==> src/rtl/i2s_deserializer_pkg.sv <==
// Shared types and constants for the I2S deserializer.
package i2s_deserializer_pkg;

  // Default number of sample bits captured per channel.
  localparam int I2S_WIDTH_DEFAULT = 24;

  // Width of the saturating bit-slot counter. It covers slots of up to 63 bits.
  localparam int CNT_W = 6;

  typedef enum logic [1:0] {
    IDLE  = 2'd0,
    LEFT  = 2'd1,
    RIGHT = 2'd2
  } state_t;

endpackage

==> src/rtl/i2s_deserializer_edge_sync.sv <==
// Two-flop synchronizer for a bundle of asynchronous inputs.
// It also detects a rising edge on bit 0 of the bundle, which carries the bit clock.
module i2s_edge_sync #(
  parameter int N = 1
) (
  input  logic         clk_in,
  input  logic         reset,
  input  logic [N-1:0] i_d,
  output logic [N-1:0] o_sync,
  output logic         o_rise
);

  logic [N-1:0] r_meta;
  logic [N-1:0] r_sync;
  logic         r_prev;

  // Two-stage synchronizer, plus a delayed copy of bit 0 for edge detection.
  always_ff @(posedge clk_in or posedge reset) begin
    if (reset) begin
      r_meta <= '0;
      r_sync <= '0;
      r_prev <= 1'b0;
    end else begin
      r_meta <= i_d;
      r_sync <= r_meta;
      r_prev <= r_sync[0];
    end
  end

  assign o_sync = r_sync;
  assign o_rise = r_sync[0] & ~r_prev;

endmodule

==> src/rtl/i2s_deserializer.sv <==
// I2S receiver: word-select framing, slot-length checking, a stereo pair
// valid/ready holding register, and sticky error flags.
// Optional peak meter: define I2S_DESERIALIZER_PEAK_EN to build it.
//
// state | meaning
// IDLE  | unlocked, or waiting for the first ws change to 0 (left word start)
// LEFT  | collecting a left word
// RIGHT | collecting a right word; the pair closes on the next ws change to 0
module i2s_deserializer
  import i2s_deserializer_pkg::*;
#(
  parameter int WIDTH = I2S_WIDTH_DEFAULT
) (
  input  logic             clk_in,
  input  logic             reset,
  input  logic             i2s_bck,
  input  logic             i2s_ws,
  input  logic             i2s_d0,
  input  logic             audio_locked,
  output logic [WIDTH-1:0] out_left,
  output logic [WIDTH-1:0] out_right,
  output logic             out_valid,
  input  logic             out_ready,
  output logic             overrun,
  output logic             frame_err,
  input  logic             err_clear,
  input  logic             peak_clear,
  output logic [WIDTH-1:0] peak_left,
  output logic [WIDTH-1:0] peak_right
);

  localparam logic [CNT_W-1:0] FULL_CNT  = CNT_W'(WIDTH);
  localparam logic [CNT_W-1:0] LAST_SLOT = CNT_W'(WIDTH - 1);
  localparam logic [CNT_W-1:0] CNT_MAX   = {CNT_W{1'b1}};

  logic [3:0]       w_sync;
  logic             w_bit_edge;
  logic             w_ws;
  logic             w_d0;
  logic             w_locked;
  logic             w_unused_bck;
  logic             w_ws_chg;
  logic [WIDTH-1:0] w_word;
  logic             w_long;
  logic             w_store_left;
  logic             w_pair_done;
  logic             w_short;
  logic             w_load;
  logic             w_drop;
  state_t           w_state_nxt;

  state_t           r_state;
  logic             r_ws_prev;
  logic [CNT_W-1:0] r_cnt;
  logic [WIDTH-1:0] r_shift;
  logic [WIDTH-1:0] r_left_word;
  logic             r_left_ok;
  logic             r_out_valid;
  logic [WIDTH-1:0] r_out_left;
  logic [WIDTH-1:0] r_out_right;
  logic             r_overrun;
  logic             r_frame_err;

  // Bit 0 (bck) gets edge detection; ws, d0 and locked only ride the sync path.
  i2s_edge_sync #(.N(4)) u_sync (
    .clk_in (clk_in),
    .reset  (reset),
    .i_d    ({audio_locked, i2s_d0, i2s_ws, i2s_bck}),
    .o_sync (w_sync),
    .o_rise (w_bit_edge)
  );

  assign w_unused_bck = w_sync[0];
  assign w_ws         = w_sync[1];
  assign w_d0         = w_sync[2];
  assign w_locked     = w_sync[3];

  assign w_ws_chg = w_bit_edge && (w_ws != r_ws_prev);

  // The ws-change edge carries the LSB slot. It only lands in the word when
  // the slot has not already filled all WIDTH bits.
  assign w_word = (r_cnt < FULL_CNT) ? {r_shift[WIDTH-2:0], w_d0} : r_shift;
  assign w_long = (r_cnt >= LAST_SLOT);

  // FSM state register.
  always_ff @(posedge clk_in or posedge reset) begin
    if (reset) r_state <= IDLE;
    else       r_state <= w_state_nxt;
  end

  // Next state plus word-close decisions on each ws change.
  always_comb begin
    w_state_nxt  = r_state;
    w_store_left = 1'b0;
    w_pair_done  = 1'b0;
    w_short      = 1'b0;
    if (!w_locked) begin
      w_state_nxt = IDLE;
    end else if (w_ws_chg) begin
      case (r_state)
        IDLE: begin
          if (!w_ws) w_state_nxt = LEFT;
        end
        LEFT: begin
          if (w_ws) begin
            w_state_nxt = RIGHT;
            if (w_long) w_store_left = 1'b1;
            else        w_short      = 1'b1;
          end
        end
        RIGHT: begin
          if (!w_ws) begin
            w_state_nxt = LEFT;
            if (!w_long)        w_short     = 1'b1;
            else if (r_left_ok) w_pair_done = 1'b1;
          end
        end
        default: w_state_nxt = IDLE;
      endcase
    end
  end

  assign w_load = w_pair_done && (!r_out_valid || out_ready);
  assign w_drop = w_pair_done && r_out_valid && !out_ready;

  // Keep ws history across lock loss, so the first change after relock is seen correctly.
  always_ff @(posedge clk_in or posedge reset) begin
    if (reset)           r_ws_prev <= 1'b0;
    else if (w_bit_edge) r_ws_prev <= w_ws;
  end

  // Shift register and saturating slot counter; both are cleared while unlocked.
  always_ff @(posedge clk_in or posedge reset) begin
    if (reset) begin
      r_shift <= '0;
      r_cnt   <= '0;
    end else if (!w_locked) begin
      r_shift <= '0;
      r_cnt   <= '0;
    end else if (w_bit_edge) begin
      if (w_ws_chg) begin
        r_shift <= '0;
        r_cnt   <= '0;
      end else begin
        if (r_cnt < FULL_CNT) r_shift <= {r_shift[WIDTH-2:0], w_d0};
        if (r_cnt != CNT_MAX) r_cnt   <= r_cnt + 1'b1;
      end
    end
  end

  // Accepted left word, waiting for its right partner within the same frame.
  always_ff @(posedge clk_in or posedge reset) begin
    if (reset) begin
      r_left_word <= '0;
      r_left_ok   <= 1'b0;
    end else if (!w_locked) begin
      r_left_ok <= 1'b0;
    end else if (w_ws_chg) begin
      r_left_ok <= w_store_left;
      if (w_store_left) r_left_word <= w_word;
    end
  end

  // Output holding register. A new load takes priority over the handshake clear.
  always_ff @(posedge clk_in or posedge reset) begin
    if (reset) begin
      r_out_valid <= 1'b0;
      r_out_left  <= '0;
      r_out_right <= '0;
    end else if (w_load) begin
      r_out_valid <= 1'b1;
      r_out_left  <= r_left_word;
      r_out_right <= w_word;
    end else if (r_out_valid && out_ready) begin
      r_out_valid <= 1'b0;
    end
  end

  // Sticky error flags; a set event in the same cycle beats err_clear.
  always_ff @(posedge clk_in or posedge reset) begin
    if (reset) begin
      r_overrun   <= 1'b0;
      r_frame_err <= 1'b0;
    end else begin
      if (w_drop)         r_overrun <= 1'b1;
      else if (err_clear) r_overrun <= 1'b0;
      if (w_short)        r_frame_err <= 1'b1;
      else if (err_clear) r_frame_err <= 1'b0;
    end
  end

  assign out_valid = r_out_valid;
  assign out_left  = r_out_left;
  assign out_right = r_out_right;
  assign overrun   = r_overrun;
  assign frame_err = r_frame_err;

`ifdef I2S_DESERIALIZER_PEAK_EN
  logic [WIDTH-1:0] r_peak_left;
  logic [WIDTH-1:0] r_peak_right;
  logic [WIDTH-1:0] w_mag_left;
  logic [WIDTH-1:0] w_mag_right;

  // Magnitude of a two's complement sample; the most negative value clips to max positive.
  function automatic logic [WIDTH-1:0] abs_sat(input logic [WIDTH-1:0] v);
    if (!v[WIDTH-1])                         return v;
    else if (v == {1'b1, {(WIDTH-1){1'b0}}}) return {1'b0, {(WIDTH-1){1'b1}}};
    else                                     return -v;
  endfunction

  assign w_mag_left  = abs_sat(r_left_word);
  assign w_mag_right = abs_sat(w_word);

  // Peak hold per channel, updated by each loaded pair; an update wins over peak_clear.
  always_ff @(posedge clk_in or posedge reset) begin
    if (reset) begin
      r_peak_left  <= '0;
      r_peak_right <= '0;
    end else if (w_load) begin
      if (w_mag_left  > r_peak_left)  r_peak_left  <= w_mag_left;
      if (w_mag_right > r_peak_right) r_peak_right <= w_mag_right;
    end else if (peak_clear) begin
      r_peak_left  <= '0;
      r_peak_right <= '0;
    end
  end

  assign peak_left  = r_peak_left;
  assign peak_right = r_peak_right;
`else
  logic w_unused_peak_clear;
  assign w_unused_peak_clear = peak_clear;
  assign peak_left  = '0;
  assign peak_right = '0;
`endif

endmodule

==> config.mk <==
export PLATFORM = sky130hd
export DESIGN_NAME = i2s_deserializer
export DESIGN_NICKNAME = d
export VERILOG_FILES = /design/src/rtl/i2s_deserializer_pkg.sv /design/src/rtl/i2s_deserializer_edge_sync.sv /design/src/rtl/i2s_deserializer.sv
export SDC_FILE = /design/constraint.sdc
export NUM_CORES = 1
export LEC_CHECK = 0
export CORE_MARGIN = 4
export CORE_UTILIZATION = 52
export CTS_BUF_LIST = sky130_fd_sc_hd__clkbuf_4 sky130_fd_sc_hd__clkbuf_8 sky130_fd_sc_hd__clkbuf_16
export CTS_CLUSTER_DIAMETER = 60
export DETAILED_ROUTE_END_ITERATION = 12
export PLACE_DENSITY = 0.83
export SLEW_MARGIN = 20
export SYNTH_ARGS = -nofsm -noshare
export SYNTH_HDL_FRONTEND = slang
export SYNTH_SLANG_ARGS = --single-unit
export TNS_END_PERCENT = 50
==> constraint.sdc <==
create_clock -name clk_in -period 7.3 [get_ports clk_in]
set_clock_uncertainty 0.2 [all_clocks]
set_input_delay 1.825 -clock clk_in [delete_from_list [all_inputs] [get_ports clk_in]]
set_output_delay 1.825 -clock clk_in [all_outputs]
set_load 0.1 [all_outputs]
Yosys cells after proc, flatten, opt, wreduce, memory -nomap -nowiden

Cells that the tools add are included.

Order comparisons: 2
Reduce and logical (&&, ||, !) cells: 16
Equal/unequal tests: 9
Mux-type cells: 37
Add/sub/neg operators: 1
Bitwise operators: 2

Operators by type and width:

| cell                | number |
|---|---|
| $mux 24             | 4 |
| $mux 6              | 4 |
| $mux 1              | 23 |
| $ne 3x3->1 const B  | 3 |
| $mux 2              | 4 |
| $add 6x1->6 const B | 1 |
| $ge 6x5->1 const B  | 1 |
| $lt 6x5->1 const B  | 1 |
| $ne 6x6->1 const B  | 1 |
| $reduce_and 3->1    | 2 |
| $reduce_bool 2->1   | 3 |
| $logic_and 1x1->1   | 5 |
| $ne 2x2->1 const B  | 2 |
| $pmux 2 s2          | 1 |
| $eq 2x1->1 const B  | 1 |
| $eq 2x2->1 const B  | 1 |
| $logic_not 1->1     | 2 |
| $logic_not 2->1     | 1 |
| $pmux 1 s2          | 1 |
| $reduce_and 2->1    | 1 |
| $reduce_or 2->1     | 1 |
| $and 1x1->1         | 1 |
| $logic_or 1x1->1    | 1 |
| $ne 1x1->1          | 1 |
| $not 1->1           | 1 |

Output and inout port bits: 99
Flip-flop bits (word level): 118
Word-level logic and storage cells: 81

Logic depth before layout (Yosys ltp)

Depth after elaboration: 9
Mapped depth: 8
Mapped depth without buffers: 6

By module

From an unflattened synthesis, not the netlist that was laid out.

Cells, all modules: 464
Area, all modules: 5230.0 µm²

Modules (own cells, without submodules):

| module           | sequential area each (µm²) | times used | cells each | area each (µm²) |
|---|---|---|---|---|
| i2s_deserializer | 2727.6                     | 1          | 453        | 4987.3 |
| i2s_edge_sync    | 225.2                      | 1          | 11         | 242.7 |

Least setup slack after synthesis

No wires, ideal clock.

Path kind: input port to flip-flop
Start point: input port out_ready
End point: register r_out_left[23], in the netlist out_left[23]
Path slack: 4068 ps
Data arrival time: 2906 ps
Cell stages on the path: 6
Path through: nand2b_1 -> and3_1 -> and3_4 -> buf_12 -> buf_12 -> mux2_4

Word-level cells in the longest chain between the ends: 2

RTL lines:

| what                 | RTL line                | source |
|---|---|---|
| start, declared      | i2s_deserializer.sv:23  | `input logic out_ready,` |
| $logic_or 1x1->1     | i2s_deserializer.sv:123 | `assign w_load = w_pair_done && (!r_out_valid \|\| out_ready);` |
| $logic_and 1x1->1    | i2s_deserializer.sv:123 |  |
| end signal, assigned | i2s_deserializer.sv:172 | `r_out_left <= r_left_word;` |
| end, declared        | i2s_deserializer.sv:59  | `logic [WIDTH-1:0] r_out_left;` |

No other way between the ends.
A chain may end at the register's enable or synchronous reset.

Worst setup path in the final report

Start point: register r_out_right[22], in the netlist out_right[22]
End point: output port out_right[22]

RTL lines:

| what                   | RTL line                | source |
|---|---|---|
| start, declared        | i2s_deserializer.sv:60  | `logic [WIDTH-1:0] r_out_right;` |
| start signal, assigned | i2s_deserializer.sv:173 | `r_out_right <= w_word;` |
| end, declared          | i2s_deserializer.sv:21  | `output logic [WIDTH-1:0] out_right,` |

No word-level cell between the ends.

==> reports/qor.yml <==
leakage_nw: 3.06
rsz0062_at_grt: "no"
wl_met2_mm: 4.81
clk_pin_slew_ns: 0.06
drt_iter0_drc: 208
cp_cell_sequence: "clkdlybuf4s50_1"
maxCapViolCount: 0
core_um2: 9910
worstHoldEndpoint: "u_sync.o_sync[3]"
first_pass_iters: 4
drc: 0
cp_slowest_cell: "clkdlybuf4s50_1"
rows: 36
setup_viol: 0
holdBufCountCts: 0
place.gp.congestion: 0.734
drive_gt1_share_pct: 27.9
p_seq_share_pct: 38.8
seq_area_frac_synth_pct: 54.9
wire_per_inst_um: 15.1
pwr-share-comb_pct: 8.4
synthCells: 420
cts_buffer_depth: 2
cp-start-kind: "flop"
start_util_pct: 54.3
antenna_found_initial: 0
path_delay_family: "buffers and inverters"
cp.arrival_ns: 2.03
die_h_um: 110
irDropWorstVdd_mv: 0.164
relSlewSlack_pct: 25.9
power.internal_mw: 1.28
clkSinkCount: 118
r2r_slack_ns: 4.61
cts-resized-gates: 0
max_stage_delay_ns: 1.18
r2r_cells: 5
required_ns: 5.28
syn_area_um2: 5380
via_per_inst: 4.90
tns_ns: 0
io_pins: 108
grt_pass1_wl_mm: 16.2
max_freq_ghz: 0.246
crit_fanout: 2
fin_total_pwr_mw: 1.72
post_dp_cell_area_um2: 5820
clockPowerShare_pct: 52.8
r2r-end: "out_left[22]"
r2r_start: "r_cnt[0]"
met3_length_um: 446
area_growth_pct: 20.3
wl_mm: 9.48
min_from: "u_sync.r_meta[3]"
post-route-cell-area_um2: 6470
cts_root_buffer: "clkbuf_8"
ys_ff_latch: 118
m1WireLength_mm: 4.09
cts_made_buffers: 17
powerDensity_nw_per_um2: 265
dieWidth_um: 110
grt_overflow: 0
seqCellArea_um2: 2950
final_common_cell: "dfrtp_1"
insertion_delay_ns: 0.50
h-tree-depth: 4
nFillCells: 729
p_switching_mw: 0.437
hold_depth: 0
vias: 3080
finalHoldViolations: 0
grt_pass1_vias: 3224
finalCriticalPeriod_ns: 4.06
synth.distinct_cells: 39
hp-class: "flop to flop"
synth_area_per_cell_um2: 12.8
multi_input_area_um2: 1990
slew_viol_final: 0
dpl.cell_count: 596
dpl.hpwl_mm: 5.93
final_cell_mix: "dfrtp_1 (118), mux2_2 (77), clkdlybuf4s50_1 (58)"
nets: 495
synth_warnings: 0
die-area_um2: 12000
critPathBufInv: 1
portBuffers: 58
top_layer_used: "met4"
grtUsageTotal_pct: 17.5
fin_util_pct: 65.3
crit_path_end_kind: "output port"
grt_max_degree: 72
tightest_slew_ns: 1.11
worstSetupPathType: "flop to output port"
fin_crit_sh_pct: 55.6
p_sw_share_pct: 25.5
stdcell_count: 628
cts_tree: "done"
status: "complete, no violations"
postCtsSetupBuffers: 0
ant_nets: 0
insertedDiodeCount: 0
## per-layer routing
metal	up-vias	global-route usage, %
met5	-	0
met4	0	6.95
met3	14	4.29
met2	97	28.9
met1	1527	22.3
li1	1442	-
## power groups by stage
| stage | combinational, mW | clock, mW | sequential [mW] |
|---|---|---|---|
| floorplan | 0.154 | 0 | 0.675 |
| global placement | 0.143 | 0 | 0.676 |
| detailed placement | 0.144 | 0 | 0.677 |
| CTS | 0.144 | 0.924 | 0.665 |
| global route | 0.151 | 0.955 | 0.666 |
| finish | 0.144 | 0.907 | 0.665 |
## cell families after synthesis
logic type	synth area share, %
adders and majority gates	0.930
and+or+nand+nor	6.07
AOI/OAI and AO/OA	3.88
xor gates and xnor gates	0.465
DFF	54.9
other	0.0697
muxes	22.3
buffers and inverters	11.4
## sequential cells by signal, summed over array words and instances, names as in the netlist
register,cells
out_valid,1
out_right,24
r_ws_prev,1
u_sync.r_meta,4
u_sync.o_sync,4
overrun,1
frame_err,1
u_sync.r_prev,1
r_left_word,24
r_cnt,6
r_shift,24
out_left,24
r_left_ok,1
r_state,2
## synthesized netlist by cell type (all sizes together)
| cell | instances | area (um2) |
|---|---|---|
| a211oi | 1 | 7.51 |
| a21oi | 5 | 28.8 |
| a22o | 1 | 8.76 |
| a31oi | 1 | 6.26 |
| and2 | 3 | 18.8 |
| and3 | 2 | 17.5 |
| buf | 59 | 484 |
| clkbuf | 5 | 18.8 |
| conb | 1 | 3.75 |
| dfrtp | 118 | 2950 |
| ha | 4 | 50.1 |
| inv | 30 | 113 |
| mux2 | 97 | 1170 |
| mux2i | 3 | 30.0 |
| nand2 | 34 | 128 |
| nand2b | 2 | 12.5 |
| nand3 | 3 | 15.0 |
| nand3b | 1 | 7.51 |
| nand4 | 2 | 27.5 |
| nor2 | 5 | 18.8 |
| nor2b | 3 | 18.8 |
| nor3 | 4 | 20.0 |
| nor3b | 1 | 18.8 |
| nor4b | 1 | 8.76 |
| o21ai | 26 | 130 |
| o22ai | 2 | 12.5 |
| o31ai | 2 | 15.0 |
| or3 | 1 | 6.26 |
| or3b | 1 | 8.76 |
| xnor2 | 2 | 25.0 |
## how the worst max path moves through the flow
stage,from,endpoint,slack (ns),depth (start not counted)
after floorplan,reset,frame_err,2.15,1
after global placement,out_ready,out_left[15],3.26,5
after detailed placement,out_ready,out_right[22],3.22,5
after CTS,out_right[22],out_right[22],3.20,1
after global routing,out_right[22],out_right[22],3.17,1
final,out_right[22],out_right[22],3.24,1
## worst register-to-register path, delay by kind of cell (launching register included)
family,cells,cell delay (ns)
flip-flops,1,0.38
adder cells (fa/ha/maj),1,0.23
multiplexers,1,0.45
AO/OA/AOI/OAI,1,0.38
AND/OR/NAND/NOR,2,0.93
## area by class of cell
| type | instances | area share, % |
|---|---|---|
| well taps | 133 | 2.57 |
| repair buffers | 60 | 9.20 |
| flip-flops and latches | 118 | 45.6 |
| inverters | 30 | 1.78 |
| clock buffers | 19 | 6.73 |
| multi-input cells | 255 | 30.7 |
| clock inverters | 13 | 3.36 |
## through the flow
stage,setup slack (ns),hold WS (ns)
final,3.24,0.149
after global routing,3.17,0.157
after CTS,3.20,0.149
after detailed placement,3.22,0.135
after global placement,3.26,0.134
after floorplan,2.15,0.131
No activity file was read; power rests on OpenSTA's default activity.
